**config.mk**
```make
export PLATFORM = sky130hd
export DESIGN_NAME = servo_scan_sequencer_flat
export DESIGN_NICKNAME = d
export VERILOG_FILES = /design/src/rtl/servo_scan_sequencer_if.sv /design/src/rtl/servo_scan_sequencer.sv /design/src/flat_wrapper.sv
export SDC_FILE = /design/constraint.sdc
export NUM_CORES = 1
export LEC_CHECK = 0
export ABC_CLOCK_PERIOD_IN_PS = 6100
export BUFFER_PORTS_ARGS = -buffer_cell sky130_fd_sc_hd__buf_2
export CAP_MARGIN = 10
export CORE_MARGIN = 4
export CORE_UTILIZATION = 60
export CTS_CLUSTER_DIAMETER = 150
export DETAILED_ROUTE_END_ITERATION = 12
export PLACE_DENSITY = 0.79
export SLEW_MARGIN = 20
export SYNTH_ARGS = -nofsm -noshare
export SYNTH_HDL_FRONTEND = slang
export SYNTH_SLANG_ARGS = --single-unit
```
**constraint.sdc**
```tcl
create_clock -name PCLK -period 6.1 [get_ports PCLK]
set_input_delay 1.22 -clock PCLK [delete_from_list [all_inputs] [get_ports PCLK]]
set_output_delay 1.22 -clock PCLK [all_outputs]
set_load 0.01 [all_outputs]
```
**src/rtl/servo_scan_sequencer_if.sv**
```systemverilog
// ----------------------------------------------------------------------------
// servo_scan_sequencer_if
// Purpose : groups the command handshake, abort, the eight servo strobes and
//           the status outputs of servo_scan_sequencer into one bundle.
// Modports:
//   master - firmware/APB side: drives cmd_valid/cmd_axis/cmd_op/cmd_periods
//            and abort; observes cmd_ready, strobes, busy, done, fifo_count.
//   slave  - the sequencer: the mirror image of master.
// Handshake: a command is transferred on a PCLK edge where cmd_valid and
//            cmd_ready are both high. cmd_ready depends only on queue fill
//            (never on cmd_valid). The master may drop or change the command
//            at any time while cmd_ready is low.
// ----------------------------------------------------------------------------
interface servo_scan_sequencer_if #(
   parameter int CNT_W      = 16,
   parameter int FIFO_DEPTH = 4
);
   localparam int CW = $clog2(FIFO_DEPTH) + 1;

   logic             cmd_valid;
   logic             cmd_ready;
   logic             cmd_axis;
   logic [1:0]       cmd_op;
   logic [CNT_W-1:0] cmd_periods;
   logic             abort;
   logic             x_set_neutral;
   logic             x_set_forward;
   logic             x_set_reverse;
   logic             x_return_to_zero;
   logic             y_set_neutral;
   logic             y_set_forward;
   logic             y_set_reverse;
   logic             y_return_to_zero;
   logic             busy;
   logic             done;
   logic [CW-1:0]    fifo_count;

   modport master (
      output cmd_valid, cmd_axis, cmd_op, cmd_periods, abort,
      input  cmd_ready, x_set_neutral, x_set_forward, x_set_reverse, x_return_to_zero,
             y_set_neutral, y_set_forward, y_set_reverse, y_return_to_zero,
             busy, done, fifo_count
   );

   modport slave (
      input  cmd_valid, cmd_axis, cmd_op, cmd_periods, abort,
      output cmd_ready, x_set_neutral, x_set_forward, x_set_reverse, x_return_to_zero,
             y_set_neutral, y_set_forward, y_set_reverse, y_return_to_zero,
             busy, done, fifo_count
   );
endinterface

```
**src/rtl/servo_scan_sequencer.sv**
```systemverilog
// ----------------------------------------------------------------------------
// servo_scan_sequencer
// Purpose : queues timed servo commands {axis, op, periods} and replays them as
//           one-cycle strobes to the X/Y tracking servos, holding each command
//           for 'periods' PWM period ticks before moving to the next.
// Ports   :
//   PCLK      - clock
//   PRESERN   - asynchronous active-low reset
//   bus       - servo_scan_sequencer_if.slave (command handshake, abort,
//               strobes, busy, done, fifo_count)
//   dbg_state - current FSM state (0 IDLE, 1 ISSUE, 2 HOLD, 3 STOP)
// ----------------------------------------------------------------------------
module servo_scan_sequencer #(
   parameter int PWM_PERIOD = 2000000,
   parameter int FIFO_DEPTH = 4,
   parameter int CNT_W      = 16
) (
   input  logic                 PCLK,
   input  logic                 PRESERN,
   servo_scan_sequencer_if.slave bus,
   output logic [1:0]           dbg_state
);
   localparam int AW = (FIFO_DEPTH > 1) ? $clog2(FIFO_DEPTH) : 1;
   localparam int CW = AW + 1;
   localparam int PW = (PWM_PERIOD > 1) ? $clog2(PWM_PERIOD) : 1;
   localparam int EW = 3 + CNT_W;   // {axis, op[1:0], periods}

   localparam logic [1:0] OP_NEUTRAL = 2'd0;
   localparam logic [1:0] OP_FORWARD = 2'd1;
   localparam logic [1:0] OP_REVERSE = 2'd2;

   typedef enum logic [1:0] {
      IDLE  = 2'd0,
      ISSUE = 2'd1,
      HOLD  = 2'd2,
      STOP  = 2'd3
   } state_t;

   logic [EW-1:0]    mem_q [FIFO_DEPTH];
   logic [EW-1:0]    mem_d [FIFO_DEPTH];
   logic [AW-1:0]    wr_ptr_q, wr_ptr_d, rd_ptr_q, rd_ptr_d;
   logic [CW-1:0]    count_q, count_d;
   logic [PW-1:0]    per_cnt_q, per_cnt_d;
   state_t           state_q, state_d;
   logic             act_axis_q, act_axis_d;
   logic [1:0]       act_op_q, act_op_d;
   logic [CNT_W-1:0] rem_q, rem_d;
   logic             skip_q, skip_d;
   logic [1:0]       abort_neut_q, abort_neut_d;   // [0] X, [1] Y

   logic             full, empty, push, pop, tick, motion_op;
   logic [EW-1:0]    head;
   logic [7:0]       strobes;   // index {axis, op}

   assign full      = (count_q == CW'(FIFO_DEPTH));
   assign empty     = (count_q == '0);
   assign tick      = (per_cnt_q == PW'(PWM_PERIOD - 1));
   assign head      = mem_q[rd_ptr_q];
   assign motion_op = (act_op_q == OP_FORWARD) || (act_op_q == OP_REVERSE);
   // abort dominates: it blocks both queue ports in the cycle it is seen
   assign push      = bus.cmd_valid && !full && !bus.abort;
   assign pop       = (state_q == IDLE) && !empty && !bus.abort;

   // ---------------- state register ----------------
   always_ff @(posedge PCLK or negedge PRESERN) begin
      if (!PRESERN) begin
         for (int i = 0; i < FIFO_DEPTH; i++) mem_q[i] <= '0;
         wr_ptr_q     <= '0;
         rd_ptr_q     <= '0;
         count_q      <= '0;
         per_cnt_q    <= '0;
         state_q      <= IDLE;
         act_axis_q   <= 1'b0;
         act_op_q     <= OP_NEUTRAL;
         rem_q        <= '0;
         skip_q       <= 1'b0;
         abort_neut_q <= 2'b00;
      end else begin
         mem_q        <= mem_d;
         wr_ptr_q     <= wr_ptr_d;
         rd_ptr_q     <= rd_ptr_d;
         count_q      <= count_d;
         per_cnt_q    <= per_cnt_d;
         state_q      <= state_d;
         act_axis_q   <= act_axis_d;
         act_op_q     <= act_op_d;
         rem_q        <= rem_d;
         skip_q       <= skip_d;
         abort_neut_q <= abort_neut_d;
      end
   end

   // ---------------- next-state / datapath ----------------
   always_comb begin
      mem_d        = mem_q;
      wr_ptr_d     = wr_ptr_q;
      rd_ptr_d     = rd_ptr_q;
      count_d      = count_q;
      per_cnt_d    = tick ? '0 : per_cnt_q + 1'b1;   // free-running, abort does not touch it
      state_d      = state_q;
      act_axis_d   = act_axis_q;
      act_op_d     = act_op_q;
      rem_d        = rem_q;
      skip_d       = 1'b0;
      abort_neut_d = 2'b00;

      if (bus.abort) begin
         wr_ptr_d = '0;
         rd_ptr_d = '0;
         count_d  = '0;
         state_d  = IDLE;
         // a motor left running by forward/reverse must be parked explicitly
         if ((state_q == ISSUE || state_q == HOLD) && motion_op)
            abort_neut_d[act_axis_q] = 1'b1;
      end else begin
         if (push) begin
            mem_d[wr_ptr_q] = {bus.cmd_axis, bus.cmd_op, bus.cmd_periods};
            wr_ptr_d        = wr_ptr_q + 1'b1;
         end
         if (pop) rd_ptr_d = rd_ptr_q + 1'b1;
         case ({push, pop})
            2'b10:   count_d = count_q + 1'b1;
            2'b01:   count_d = count_q - 1'b1;
            default: count_d = count_q;
         endcase

         case (state_q)
            IDLE: begin
               if (pop) begin
                  // the duration is loaded straight into the hold counter
                  act_axis_d = head[EW-1];
                  act_op_d   = head[EW-2 -: 2];
                  rem_d      = head[CNT_W-1:0];
                  if (head[CNT_W-1:0] == '0) skip_d  = 1'b1;
                  else                       state_d = ISSUE;
               end
            end
            ISSUE: state_d = HOLD;
            HOLD: begin
               if (tick) begin
                  if (rem_q == CNT_W'(1)) state_d = STOP;
                  else                    rem_d   = rem_q - 1'b1;
               end
            end
            STOP:    state_d = IDLE;
            default: state_d = IDLE;
         endcase
      end
   end

   // ---------------- outputs ----------------
   always_comb begin
      strobes = 8'h00;
      case (state_q)
         ISSUE:   strobes[{act_axis_q, act_op_q}] = 1'b1;
         STOP:    if (motion_op) strobes[{act_axis_q, OP_NEUTRAL}] = 1'b1;
         default: strobes = 8'h00;
      endcase
      // abort parking strobe lands while already back in IDLE
      strobes[0] = strobes[0] | abort_neut_q[0];
      strobes[4] = strobes[4] | abort_neut_q[1];
   end

   assign bus.x_set_neutral    = strobes[0];
   assign bus.x_set_forward    = strobes[1];
   assign bus.x_set_reverse    = strobes[2];
   assign bus.x_return_to_zero = strobes[3];
   assign bus.y_set_neutral    = strobes[4];
   assign bus.y_set_forward    = strobes[5];
   assign bus.y_set_reverse    = strobes[6];
   assign bus.y_return_to_zero = strobes[7];
   assign bus.done             = (state_q == STOP) || skip_q;
   assign bus.busy             = (state_q != IDLE) || !empty;
   assign bus.cmd_ready        = !full;
   assign bus.fifo_count       = count_q;
   assign dbg_state            = state_q;
endmodule

```
**src/flat_wrapper.sv**
```systemverilog
// flat-port wrapper written by rule: the top's interface ports become plain ports
module servo_scan_sequencer_flat 
#(
   parameter int PWM_PERIOD = 2000000,
   parameter int FIFO_DEPTH = 4,
   parameter int CNT_W      = 16
)
  (PCLK, PRESERN, dbg_state, bus_cmd_valid, bus_cmd_axis, bus_cmd_op, bus_cmd_periods, bus_abort, bus_cmd_ready, bus_x_set_neutral, bus_x_set_forward, bus_x_set_reverse, bus_x_return_to_zero, bus_y_set_neutral, bus_y_set_forward, bus_y_set_reverse, bus_y_return_to_zero, bus_busy, bus_done, bus_fifo_count);
  servo_scan_sequencer_if #(.CNT_W(CNT_W), .FIFO_DEPTH(FIFO_DEPTH)) bus_i ();
  input  logic PCLK;
  input  logic PRESERN;
  output logic [1:0] dbg_state;
  input wire logic [$bits(bus_i.cmd_valid)-1:0] bus_cmd_valid;
  input wire logic [$bits(bus_i.cmd_axis)-1:0] bus_cmd_axis;
  input wire logic [$bits(bus_i.cmd_op)-1:0] bus_cmd_op;
  input wire logic [$bits(bus_i.cmd_periods)-1:0] bus_cmd_periods;
  input wire logic [$bits(bus_i.abort)-1:0] bus_abort;
  output wire logic [$bits(bus_i.cmd_ready)-1:0] bus_cmd_ready;
  output wire logic [$bits(bus_i.x_set_neutral)-1:0] bus_x_set_neutral;
  output wire logic [$bits(bus_i.x_set_forward)-1:0] bus_x_set_forward;
  output wire logic [$bits(bus_i.x_set_reverse)-1:0] bus_x_set_reverse;
  output wire logic [$bits(bus_i.x_return_to_zero)-1:0] bus_x_return_to_zero;
  output wire logic [$bits(bus_i.y_set_neutral)-1:0] bus_y_set_neutral;
  output wire logic [$bits(bus_i.y_set_forward)-1:0] bus_y_set_forward;
  output wire logic [$bits(bus_i.y_set_reverse)-1:0] bus_y_set_reverse;
  output wire logic [$bits(bus_i.y_return_to_zero)-1:0] bus_y_return_to_zero;
  output wire logic [$bits(bus_i.busy)-1:0] bus_busy;
  output wire logic [$bits(bus_i.done)-1:0] bus_done;
  output wire logic [$bits(bus_i.fifo_count)-1:0] bus_fifo_count;
  assign bus_i.cmd_valid = bus_cmd_valid;
  assign bus_i.cmd_axis = bus_cmd_axis;
  assign bus_i.cmd_op = bus_cmd_op;
  assign bus_i.cmd_periods = bus_cmd_periods;
  assign bus_i.abort = bus_abort;
  assign bus_cmd_ready = bus_i.cmd_ready;
  assign bus_x_set_neutral = bus_i.x_set_neutral;
  assign bus_x_set_forward = bus_i.x_set_forward;
  assign bus_x_set_reverse = bus_i.x_set_reverse;
  assign bus_x_return_to_zero = bus_i.x_return_to_zero;
  assign bus_y_set_neutral = bus_i.y_set_neutral;
  assign bus_y_set_forward = bus_i.y_set_forward;
  assign bus_y_set_reverse = bus_i.y_set_reverse;
  assign bus_y_return_to_zero = bus_i.y_return_to_zero;
  assign bus_busy = bus_i.busy;
  assign bus_done = bus_i.done;
  assign bus_fifo_count = bus_i.fifo_count;
  servo_scan_sequencer #(.PWM_PERIOD(PWM_PERIOD), .FIFO_DEPTH(FIFO_DEPTH), .CNT_W(CNT_W)) u_core (.PCLK(PCLK), .PRESERN(PRESERN), .bus(bus_i), .dbg_state(dbg_state));
endmodule
```
Word-level counts from Yosys, hierarchy flattened

Index checks and enable logic that the tools add are counted.

Logic and storage cells: 116
Output and inout bits: 16
Input port bits: 23
Register bits after elaboration: 128

Magnitude comparators: 9
Equality and inequality tests: 17
Bitwise logic cells: 5
Multiplexer cells: 37
Reduce and logical (&&, ||, !) cells: 28
Add/subtract/negate cells: 6

Operator list:

| cell                                                               | number |
|---|---|
| bitwise mux 76 bit                                                 | 1 |
| two-way mux 19 bit                                                 | 3 |
| two-way mux 16 bit                                                 | 3 |
| binary-select mux 19 bit (select 2 bit)                            | 1 |
| demux 19 bit (select 2 bit)                                        | 1 |
| case mux 16 bit (2 select lines)                                   | 1 |
| two-way mux 2 bit                                                  | 11 |
| adder 21 x 1 -> 21 bit (second input constant)                     | 1 |
| equality test 21 bit (second input constant)                       | 1 |
| two-way mux 21 bit                                                 | 1 |
| equality test 16 x 1 -> 1 bit (second input constant)              | 1 |
| zero test 16 bit                                                   | 1 |
| case mux 8 bit (2 select lines)                                    | 1 |
| subtractor 16 x 1 -> 16 bit (second input constant)                | 1 |
| logical AND 1 bit                                                  | 9 |
| equality test 2 bit (second input constant)                        | 4 |
| less-than comparator 3 x 4 -> 1 bit (second input constant)        | 2 |
| case mux 2 bit (4 select lines)                                    | 1 |
| nonzero test 2 bit                                                 | 4 |
| two-way mux 1 bit                                                  | 7 |
| equality test 2 x 1 -> 1 bit (second input constant)               | 3 |
| greater-or-equal comparator 3 x 1 -> 1 bit (second input constant) | 2 |
| greater-or-equal comparator 3 bit (second input constant)          | 2 |
| != test 3 x 2 -> 1 bit (second input constant)                     | 2 |
| 27 further kinds                                                   | 38 |

Depth between registers and ports, before layout

Gate-level depths: netlist of the first run.

Depth in word-level cells: 9
Gate-level depth with buffers: 11
Depth with buffers taken out: 10

Worst setup path before layout of the first run

OpenSTA, ideal clock, no wires.

Path type: register -> register
Start: register u_core.state_q[0] (netlist: u_core.dbg_state[0])
End: register u_core.count_q[2] (netlist: u_core.bus.fifo_count[2])
Period minus slack after synthesis: 2.738 ns
Data required time: 5.968 ns
Cell stages (with the launch flop): 12
Setup slack: 3.362 ns
Path buffers: 1
Data arrival time: 2.606 ns
Setup time: 0.132 ns
Cell sequence: dfrtp_1 inv_1 ha_1 clkdlybuf4s50_2 o31ai_1 nor2_1 and2_1 fa_1 a211o_1 nand2_1 xnor2_1 nor2_1

Word-level cells in the longest chain between the ends: 6
Elaborated cells on any way between the ends: 8
Classes of those cells: 2 x eq/ne; 2 x mux; 4 x reduce/logical

RTL lines:

| element                                                                    | line                        | RTL |
|---|---|---|
| start, declared                                                            | servo_scan_sequencer.sv:44  | `state_t state_q, state_d;` |
| start signal, assigned                                                     | servo_scan_sequencer.sv:84  | `state_q <= state_d;` |
| zero test 2 bit (*)                                                        | servo_scan_sequencer.sv:62  | `assign pop = (state_q == IDLE) && !empty && !bus.abort;` |
| logical AND 1 bit (*) (2 in a row)                                         | servo_scan_sequencer.sv:62  |  |
| equality test 2 x 1 -> 1 bit / equality test 2 bit (equally long branches) | servo_scan_sequencer.sv:121 | `case ({push, pop})` |
| case mux 3 bit (2 select lines)                                            | servo_scan_sequencer.sv:121 |  |
| two-way mux 3 bit                                                          | servo_scan_sequencer.sv:107 | `if (bus.abort) begin` |
| end signal, assigned                                                       | servo_scan_sequencer.sv:82  | `count_q <= count_d;` |
| end, declared                                                              | servo_scan_sequencer.sv:42  | `logic [CW-1:0] count_q, count_d;` |

Every way passes the cells marked *; elsewhere a longest branch is shown, timed or not.
A chain may end at the register's enable or synchronous reset.

Worst setup path after layout of the first run

Start: register u_core.state_q[0] (netlist: u_core.dbg_state[0])
End: register u_core.rem_q[3]

Word-level cells in the longest chain between the ends: 5
Elaborated cells on any way between the ends: 10
Classes of those cells: 4 x eq/ne; 1 x mux; 5 x reduce/logical

RTL lines:

| element                          | line                                                    | RTL |
|---|---|---|
| zero test 2 bit                  | servo_scan_sequencer.sv:62, servo_scan_sequencer.sv:127 |  |
| logical AND 1 bit (2 in a row)   | servo_scan_sequencer.sv:62                              |  |
| != test 2 x 1 -> 1 bit (no line) | n/a                                                     |  |
| AND reduction 5 bit (no line)    | n/a                                                     |  |
| end signal, assigned             | servo_scan_sequencer.sv:87                              | `rem_q <= rem_d;` |
| end, declared                    | servo_scan_sequencer.sv:47                              | `logic [CNT_W-1:0] rem_q, rem_d;` |

Parallel ways exist; a longest one is shown, timed or not.

==> metrics.csv, run 1 <==
stage,metric,value,unit
global_route,first-pass GRT wire length,23190,microns
placement,Final Wtd Congestion,0.9249,
cts,clk sinks,128,
power,Clock power frac,28.8,%
detailed_routing,DR DRC count,0,
placement,IO buf count,38,
placement,dpl hpwl,9210,microns
floorplanning,Die Wd,111.7,microns
power,maximum VDD drop,432.8,uV
sta,worst-margin pin slew,0.9838,ns
setup_path,Critical Path Max Stage Delay,0.82,ns
global_route,total global-route track usage,23.54,%
synth,library cells used by synthesis,63,
detailed_routing,final wirelength,14000,microns
detailed_routing,met3 WL,746,microns
sta,Finish-stage setup viols,0,
setup_path,"Req. time, crit path",6.52,ns
detailed_routing,DRT antenna net count,0,
cts,clk buf depth,2,
global_route,largest net degree at the start of global routing,86,
floorplanning,chip height,111.7,microns
cts,Clock Latency Late Sink,0.53,ns
sta,Setup Skew,0.006721,ns
sta,Final Hold Viols,0,
power,combinational share of power,32.1,%
power,sw frac,33.13,%
cells_and_area,Layout Cells excl Fill,700,
setup_path,Setup CP Type,register to register,
detailed_routing,DR top layer,met4,
setup_path,CP max FO,29,
setup_path,"Top cell by count, worst path",inv_1,
sta,normalized max-slew margin,34.41,%
cells_and_area,layout cells sized above 1,30.85,%
global_route,initial antenna violation count,0,
detailed_routing,Iteration-0 DRC Markers,434,
detailed_routing,drt pass-1 iters,5,
synth,synthesized area,6446,sq um
cells_and_area,most frequent cells in the layout,"128 x dfrtp_1, 78 x mux2_2, 45 x nor2_1",
power,Pwr per Cell Area,489.9,nW/um^2
global_route,GR Overflow Total,0,
sta,Max Slew Vio Count,0,
synth,Synth Register Bits,128,
synth,sequential share of the synthesized area,49.69,%
cts,H-tree depth,4,
detailed_routing,DR WL/cell,20.00,microns
power,LEAKAGE,3.265,nW
sta,Worst Hold Margin,0.4937,ns
cells_and_area,Multi-input gate area,3059,sq um
setup_path,Worst setup SP type,register,
cts,CTS tree,yes,
sta,Tcrit/Tclk final,61.53,%
detailed_routing,vias after detailed routing,4422,
sta,Setup WS post-layout,2.347,ns
floorplanning,Initial Utilization,61.89,%
floorplanning,io pins,39,
synth,Syn Area/Cell,12.57,sq um
cts,CTS Buf Count,17,
cells_and_area,final net count,587,
power,Switch Pwr,1.186,mW
setup_path,CP Capture Type,register,
job,max cap viols,0,
setup_path,CP max stage cell,ha_1,
cts,CTS resizes,0,
run_status,status,finished clean,
cells_and_area,"commonest non-fill, non-tap cell in the layout",dfrtp_1,
cts,Root Driver,clkbuf_8,
synth,Synth warnings,0,
detailed_routing,via density per instance,6.317,
sta,RSZ-0062 raised after global routing,false,
global_route,vias in the first global route,4695,
cts,Clock transition at path regs,0.06,ns
sta,final worst path period need,3.753,ns
placement,placed insts,669,
setup_path,Critical Path AT,4.17,ns
synth,Cells after Synth,513,
setup_path,crit path buf inv count,2,
sta,Fmax,0.2664,GHz
floorplanning,die area,12470,sq um
hold_path,Hold Path Class,register to register,
setup_path,Top Family by Delay on Critical Path,compound AO/OA/AOI/OAI gates,
floorplanning,FP Rows,37,
synth,"Top FF cell, synth",dfrtp_1,
cells_and_area,fill count,715,
cells_and_area,Storage cell area,3203,sq um
synth,Async SR Flop Fraction,100.0,%
setup_path,"critical path, cell by cell",inv_1 -> ha_1 -> inv_1 -> a41o_1 -> nor4_2 -> o21ai_1 -> o22a_1,
cells_and_area,ANT cells,0,
cells_and_area,final core occ,70.16,%
cts,cts hold-fix bufs,0,
synth,Post-synth EDFFs,0,
cts,post-CTS setup buffer count,0,
detailed_routing,met1 WL,5877,microns
sta,setup tns final,0,ns
floorplanning,area of the core,10420,sq um
synth,Post-Syn Nets,548,
cells_and_area,P&R area growth vs syn,13.37,%
placement,post-placement worst setup slack,2.504,ns
power,Internal,2.394,mW
detailed_routing,met2 WL post-DR,7081,microns
power,Seq pwr share,39.1,%
[per-layer routing]
metal,up-vias,GRT usage (%)
li1,1999,-
met1,2238,29.79
met2,149,38.09
met3,36,7.609
met4,0,8.759
met5,-,0
[power groups by stage]
stage	sequential [mW]	clock, mW	combinational (mW)
4_1_cts	1.39	1.04	1.14
3_5_place_dp	1.40	0	1.14
6_report	1.40	1.03	1.15
2_1_floorplan	1.32	0	0.900
3_3_place_gp	1.37	0	1.09
5_1_grt	1.43	1.09	1.24
[worst reg2reg max path, stage by stage (launching register included)]
cell and delay [ns]:
dfrtp_1 0.41, inv_1 0.12, ha_1 0.82, inv_1 0.59
a41o_1 0.37, nor4_2 0.67, o21ai_1 0.36, o22a_1 0.31
[stage by stage]
step | power, mW | instance area [sq um]
after CTS | 3.575 | 7305
after floorplan | 2.222 | 6446
after global placement | 2.452 | 6699
after detailed placement | 2.536 | 6704
final | 3.580 | 7308
after global routing | 3.768 | 7308
[final timing paths]
path,startpoint,end,slack [ns],cells after the start
hold / removal,u_core.per_cnt_q[4],u_core.per_cnt_q[4],0.49,1
hold reg to reg,u_core.per_cnt_q[4],u_core.per_cnt_q[4],0.49,1
setup reg to reg,u_core.dbg_state[0],u_core.rem_q[3],2.35,7
max in group asynchronous,PRESERN,u_core.mem_q[36],4.33,2
min in group asynchronous,PRESERN,u_core.per_cnt_q[3],0.72,1
setup / recovery,u_core.dbg_state[0],u_core.rem_q[3],2.35,7
[cell usage after synthesis (all sizes together) (3+ instances only)]
cell type,n,area [sq um]
a2bb2oi,5,43.79
nor3,10,50.05
a221oi,4,35.03
mux2,78,878.3
buf,10,70.06
clkbuf,9,43.79
xor2,12,105.1
a21oi,6,41.29
ha,11,137.6
nand4,14,87.58
nor4,10,75.07
and3,6,37.54
nor4b,5,73.83
xnor2,14,122.6
o31ai,3,22.52
o211ai,3,22.52
o221ai,3,26.28
o221a,3,33.78
a21o,3,22.52
nor2,46,175.2
o21ai,8,40.03
a22o,4,35.03
nor2b,3,18.77
nand3,14,75.07
a221o,3,30.03
a31oi,4,25.02
nand2,29,121.4
dfrtp,128,3203
o22a,3,26.28
inv,17,63.81
mux4,19,476.7
[registers in the layout (all words and copies together) (netlist names)]
register / count
u_core.act_op_q: 2
u_core.per_cnt_q: 21
u_core.rd_ptr_q: 2
u_core.wr_ptr_q: 2
u_core.bus.fifo_count: 3
u_core.mem_q: 76
u_core.dbg_state: 2
u_core.rem_q: 16
u_core.skip_q: 1
u_core.abort_neut_q: 2
u_core.act_axis_q: 1
[logic make-up (layout without fill, tap and decap cells)]
| group | Yosys count | in the layout | share of synthesized area, % |
|---|---|---|---|
| buffers and inverters | 37 | 88 | 2.931 |
| and+or+nand+nor | 149 | 149 | 12.52 |
| xor gates and xnor gates | 26 | 26 | 3.533 |
| muxes | 99 | 99 | 21.33 |
| AOI/OAI and AO/OA | 62 | 62 | 7.550 |
| adders and majority gates | 12 | 12 | 2.446 |
| DFF | 128 | 128 | 49.69 |
[layout make-up]
cell class | instances | area share [%]
Multi-Input combinational cell | 348 | 41.86
Inverter | 17 | 0.8731
Sequential cell | 128 | 43.83
Clock inverter | 12 | 2.174
Clock buffer | 19 | 6.043
Tap cell | 136 | 2.328
Timing Repair Buffer | 40 | 2.893
No activity file was read; power rests on OpenSTA's default activity.
==> inputs of run 2 (changes only) <==
--- a/config.mk
+++ b/config.mk
@@ -5,7 +5,7 @@
 export SDC_FILE = /design/constraint.sdc
 export NUM_CORES = 1
 export LEC_CHECK = 0
-export ABC_CLOCK_PERIOD_IN_PS = 6100
+export ABC_CLOCK_PERIOD_IN_PS = 3500
 export BUFFER_PORTS_ARGS = -buffer_cell sky130_fd_sc_hd__buf_2
 export CAP_MARGIN = 10
 export CORE_MARGIN = 4
==> constraint.sdc (replaced) <==
create_clock -name PCLK -period 3.5 [get_ports PCLK]
set_input_delay 0.7 -clock PCLK [delete_from_list [all_inputs] [get_ports PCLK]]
set_output_delay 0.7 -clock PCLK [all_outputs]
set_load 0.01 [all_outputs]
==> run 2 against run 1 <==
  * Utilization increased by 0.94 points
  * Clock power increased by 90%
  * Final area increased by 1.3%
  * Final cell count increased by 0.71%
  * Flip-flop and latch count unchanged
  * Total power increased by 80%
  * Critical path depth decreased by 1
  * Setup slack got worse by 1.6 ns
  * Die area unchanged
  * Via count increased by 1.7%
  * Count of clock-buffer cells in the layout decreased by 2
  * Sequential power increased by 78%
  * Critical endpoint is now u_core.dbg_state[1]
  * Largest cell class unchanged
==> metrics.csv, run 2 (synthesis gave the netlist of run 1 again) <==
stage,metric,value,unit,change
run_status,status,finished clean,,unchanged
cts,clk sinks,128,,unchanged
global_route,met2 usage,38.85,%,was 38.09%
sta,RSZ-0062 raised after global routing,false,,unchanged
floorplanning,FP Rows,37,,unchanged
cells_and_area,fill count,687,,was 715
cells_and_area,Multi-input gate area,3054,sq um,was 3059 sq um
cells_and_area,final net count,593,,was 587
placement,post-placement worst setup slack,0.7555,ns,was 2.504 ns
setup_path,Setup CP Type,register to register,,unchanged
detailed_routing,final wirelength,14300,microns,was 14000 microns
detailed_routing,drt pass-1 iters,7,,was 5
placement,placed insts,675,,was 669
floorplanning,area of the core,10420,sq um,unchanged
setup_path,"Top cell by count, worst path",nand4_1,,was inv_1
global_route,vias in the first global route,4741,,was 4695
sta,Final Hold Viols,0,,unchanged
detailed_routing,DR WL/cell,20.28,microns,was 20.00 microns
power,total power,6.446,mW,was 3.580 mW
cells_and_area,P&R area growth vs syn,14.89,%,was 13.37%
global_route,initial antenna violation count,0,,unchanged
detailed_routing,via density per instance,6.379,,was 6.317
cts,clk buf depth,2,,unchanged
cts,CTS Buf Count,17,,unchanged
power,maximum VDD drop,724.6,uV,was 432.8 uV
cells_and_area,leading registers by flop count,"u_core.mem_q (76), u_core.per_cnt_q (21), u_core.rem_q (16)",,unchanged
cells_and_area,Storage cell area,3203,sq um,unchanged
sta,Worst Hold Margin,0.2837,ns,was 0.4937 ns
setup_path,CP Capture Type,register,,unchanged
global_route,met3 GRT Util,7.500,%,was 7.609%
floorplanning,Die Wd,111.7,microns,unchanged
cts,Root Driver,clkbuf_8,,unchanged
floorplanning,Initial Utilization,61.89,%,unchanged
detailed_routing,vias after detailed routing,4497,,was 4422
detailed_routing,DR DRC count,0,,unchanged
sta,worst-margin pin slew,0.9208,ns,was 0.9838 ns
global_route,GR Overflow Total,0,,unchanged
sta,Fmax,0.3594,GHz,was 0.2664 GHz
detailed_routing,Iteration-0 DRC Markers,330,,was 434
cts,H-tree depth,4,,unchanged
setup_path,"critical path, cell by cell",buf_4 -> mux4_1 -> nor4_2 -> nand4_1 -> or4_1 -> nand4_1,,was inv_1 -> ha_1 -> inv_1 -> a41o_1 -> nor4_2 -> o21ai_1 -> o22a_1
cts,Clock Latency Late Sink,0.53,ns,about the same
sta,Setup WS post-layout,0.7175,ns,was 2.347 ns
sta,Finish-stage setup viols,0,,unchanged
cells_and_area,Layout Cells excl Fill,705,,was 700
global_route,GR peak layer,met2,,unchanged
sta,final worst path period need,2.783,ns,was 3.753 ns
cells_and_area,layout cells sized above 1,31.28,%,was 30.85%
cts,CTS resizes,0,,unchanged
global_route,first-pass GRT wire length,24330,microns,was 23190 microns
setup_path,Worst setup SP type,register,,unchanged
sta,Setup Skew,0.008536,ns,was 0.006721 ns
global_route,largest net degree at the start of global routing,67,,was 86
setup_path,Critical Path AT,3.25,ns,was 4.17 ns
cts,cts hold-fix bufs,0,,unchanged
global_route,total global-route track usage,24.57,%,was 23.54%
setup_path,"Req. time, crit path",3.97,ns,was 6.52 ns
cts,Clock transition at path regs,0.06,ns,about the same
sta,Tcrit/Tclk final,79.50,%,was 61.53%
placement,IO buf count,38,,unchanged
hold_path,Hold Path Class,input pin to asynchronous set/reset pin,,was register to register
sta,normalized max-slew margin,38.10,%,was 34.41%
floorplanning,chip height,111.7,microns,unchanged
cts,post-CTS setup buffer count,0,,unchanged
cts,CTS tree,yes,,unchanged
setup_path,CP max stage cell,dfrtp_1,,was ha_1
cells_and_area,max FFs per register,76,,unchanged
sta,setup tns final,0,ns,unchanged
setup_path,CP max FO,15,,was 29
power,LEAKAGE,3.318,nW,was 3.265 nW
cells_and_area,register with the most flip-flops,u_core.mem_q,,unchanged
cells_and_area,ANT cells,0,,unchanged
setup_path,Critical Path Max Stage Delay,0.83,ns,was 0.82 ns
sta,Max Slew Vio Count,0,,unchanged
floorplanning,io pins,39,,unchanged
placement,Final Wtd Congestion,0.9066,,was 0.9249
cells_and_area,most frequent cells in the layout,"128 x dfrtp_1, 78 x mux2_2, 45 x nor2_1",,unchanged
job,max cap viols,0,,unchanged
placement,dpl hpwl,9455,microns,was 9210 microns
cells_and_area,"commonest non-fill, non-tap cell in the layout",dfrtp_1,,unchanged
floorplanning,die area,12470,sq um,unchanged
global_route,met1 Use GR,32.31,%,was 29.79%
detailed_routing,DRT antenna net count,0,,unchanged
power,Pwr per Cell Area,870.5,nW/um^2,was 489.9 nW/um^2
## run 2: cell count changes in the layout (fill, tap and decap cells not counted), sizes merged
cell	previous run	this run
buf	40	46
bufinv	3	6
clkbuf	19	17
clkinv	5	3
## run 2: layer usage
| metal | share of wire (%) | routed length [microns] |
|---|---|---|
| met2 | 49 | 7075 |
| met3 | 6.1 | 868 |
| met4 | 2.2 | 320 |
| met5 | 0 | 0 |
| met1 | 42 | 6032 |
## run 2: power breakdown
| group | leakage [nW] | switching (mW) | internal, mW |
|---|---|---|---|
| logic | 1.39 | 0.958 | 1.04 |
| clock network | 0.311 | 0.663 | 1.30 |
| registers | 1.62 | 0.452 | 2.03 |
## run 2: final cells by class
type	count	share of cell area, %
multi-input combinational	348	41.24
inverter	17	0.8616
tap	136	2.298
clock buffer	17	5.592
sequential	128	43.25
clock inverter	13	3.176
timing repair buffer	46	3.582
## run 2: through the flow
stage | utilization, % | cell area, sq um
floorplan | - | 6446
global placement | 64.86 | 6756
detailed placement | 64.86 | 6756
CTS | 71.10 | 7406
global route | 71.10 | 7406
finish | 71.10 | 7406
## run 2: path summary, 6_finish.rpt
kind | startpoint | to | slack, ns | cells after the start
hold reg to reg | u_core.per_cnt_q[4] | u_core.per_cnt_q[4] | 0.50 | 1
max in group asynchronous | PRESERN | u_core.mem_q[36] | 2.40 | 2
min in group PCLK | bus_cmd_periods[11] | u_core.mem_q[11] | 0.44 | 2
setup / recovery | u_core.rd_ptr_q[0] | u_core.dbg_state[1] | 0.72 | 6
setup reg to reg | u_core.rd_ptr_q[0] | u_core.dbg_state[1] | 0.72 | 6
hold / removal | PRESERN | u_core.mem_q[62] | 0.28 | 1
## run 2: critical path, delay by kind of cell (launching register included)
family,cells,cell delay [ns]
buf+inv,1,0.24
flops,1,0.83
mux,1,0.61
simple gates,4,1.02
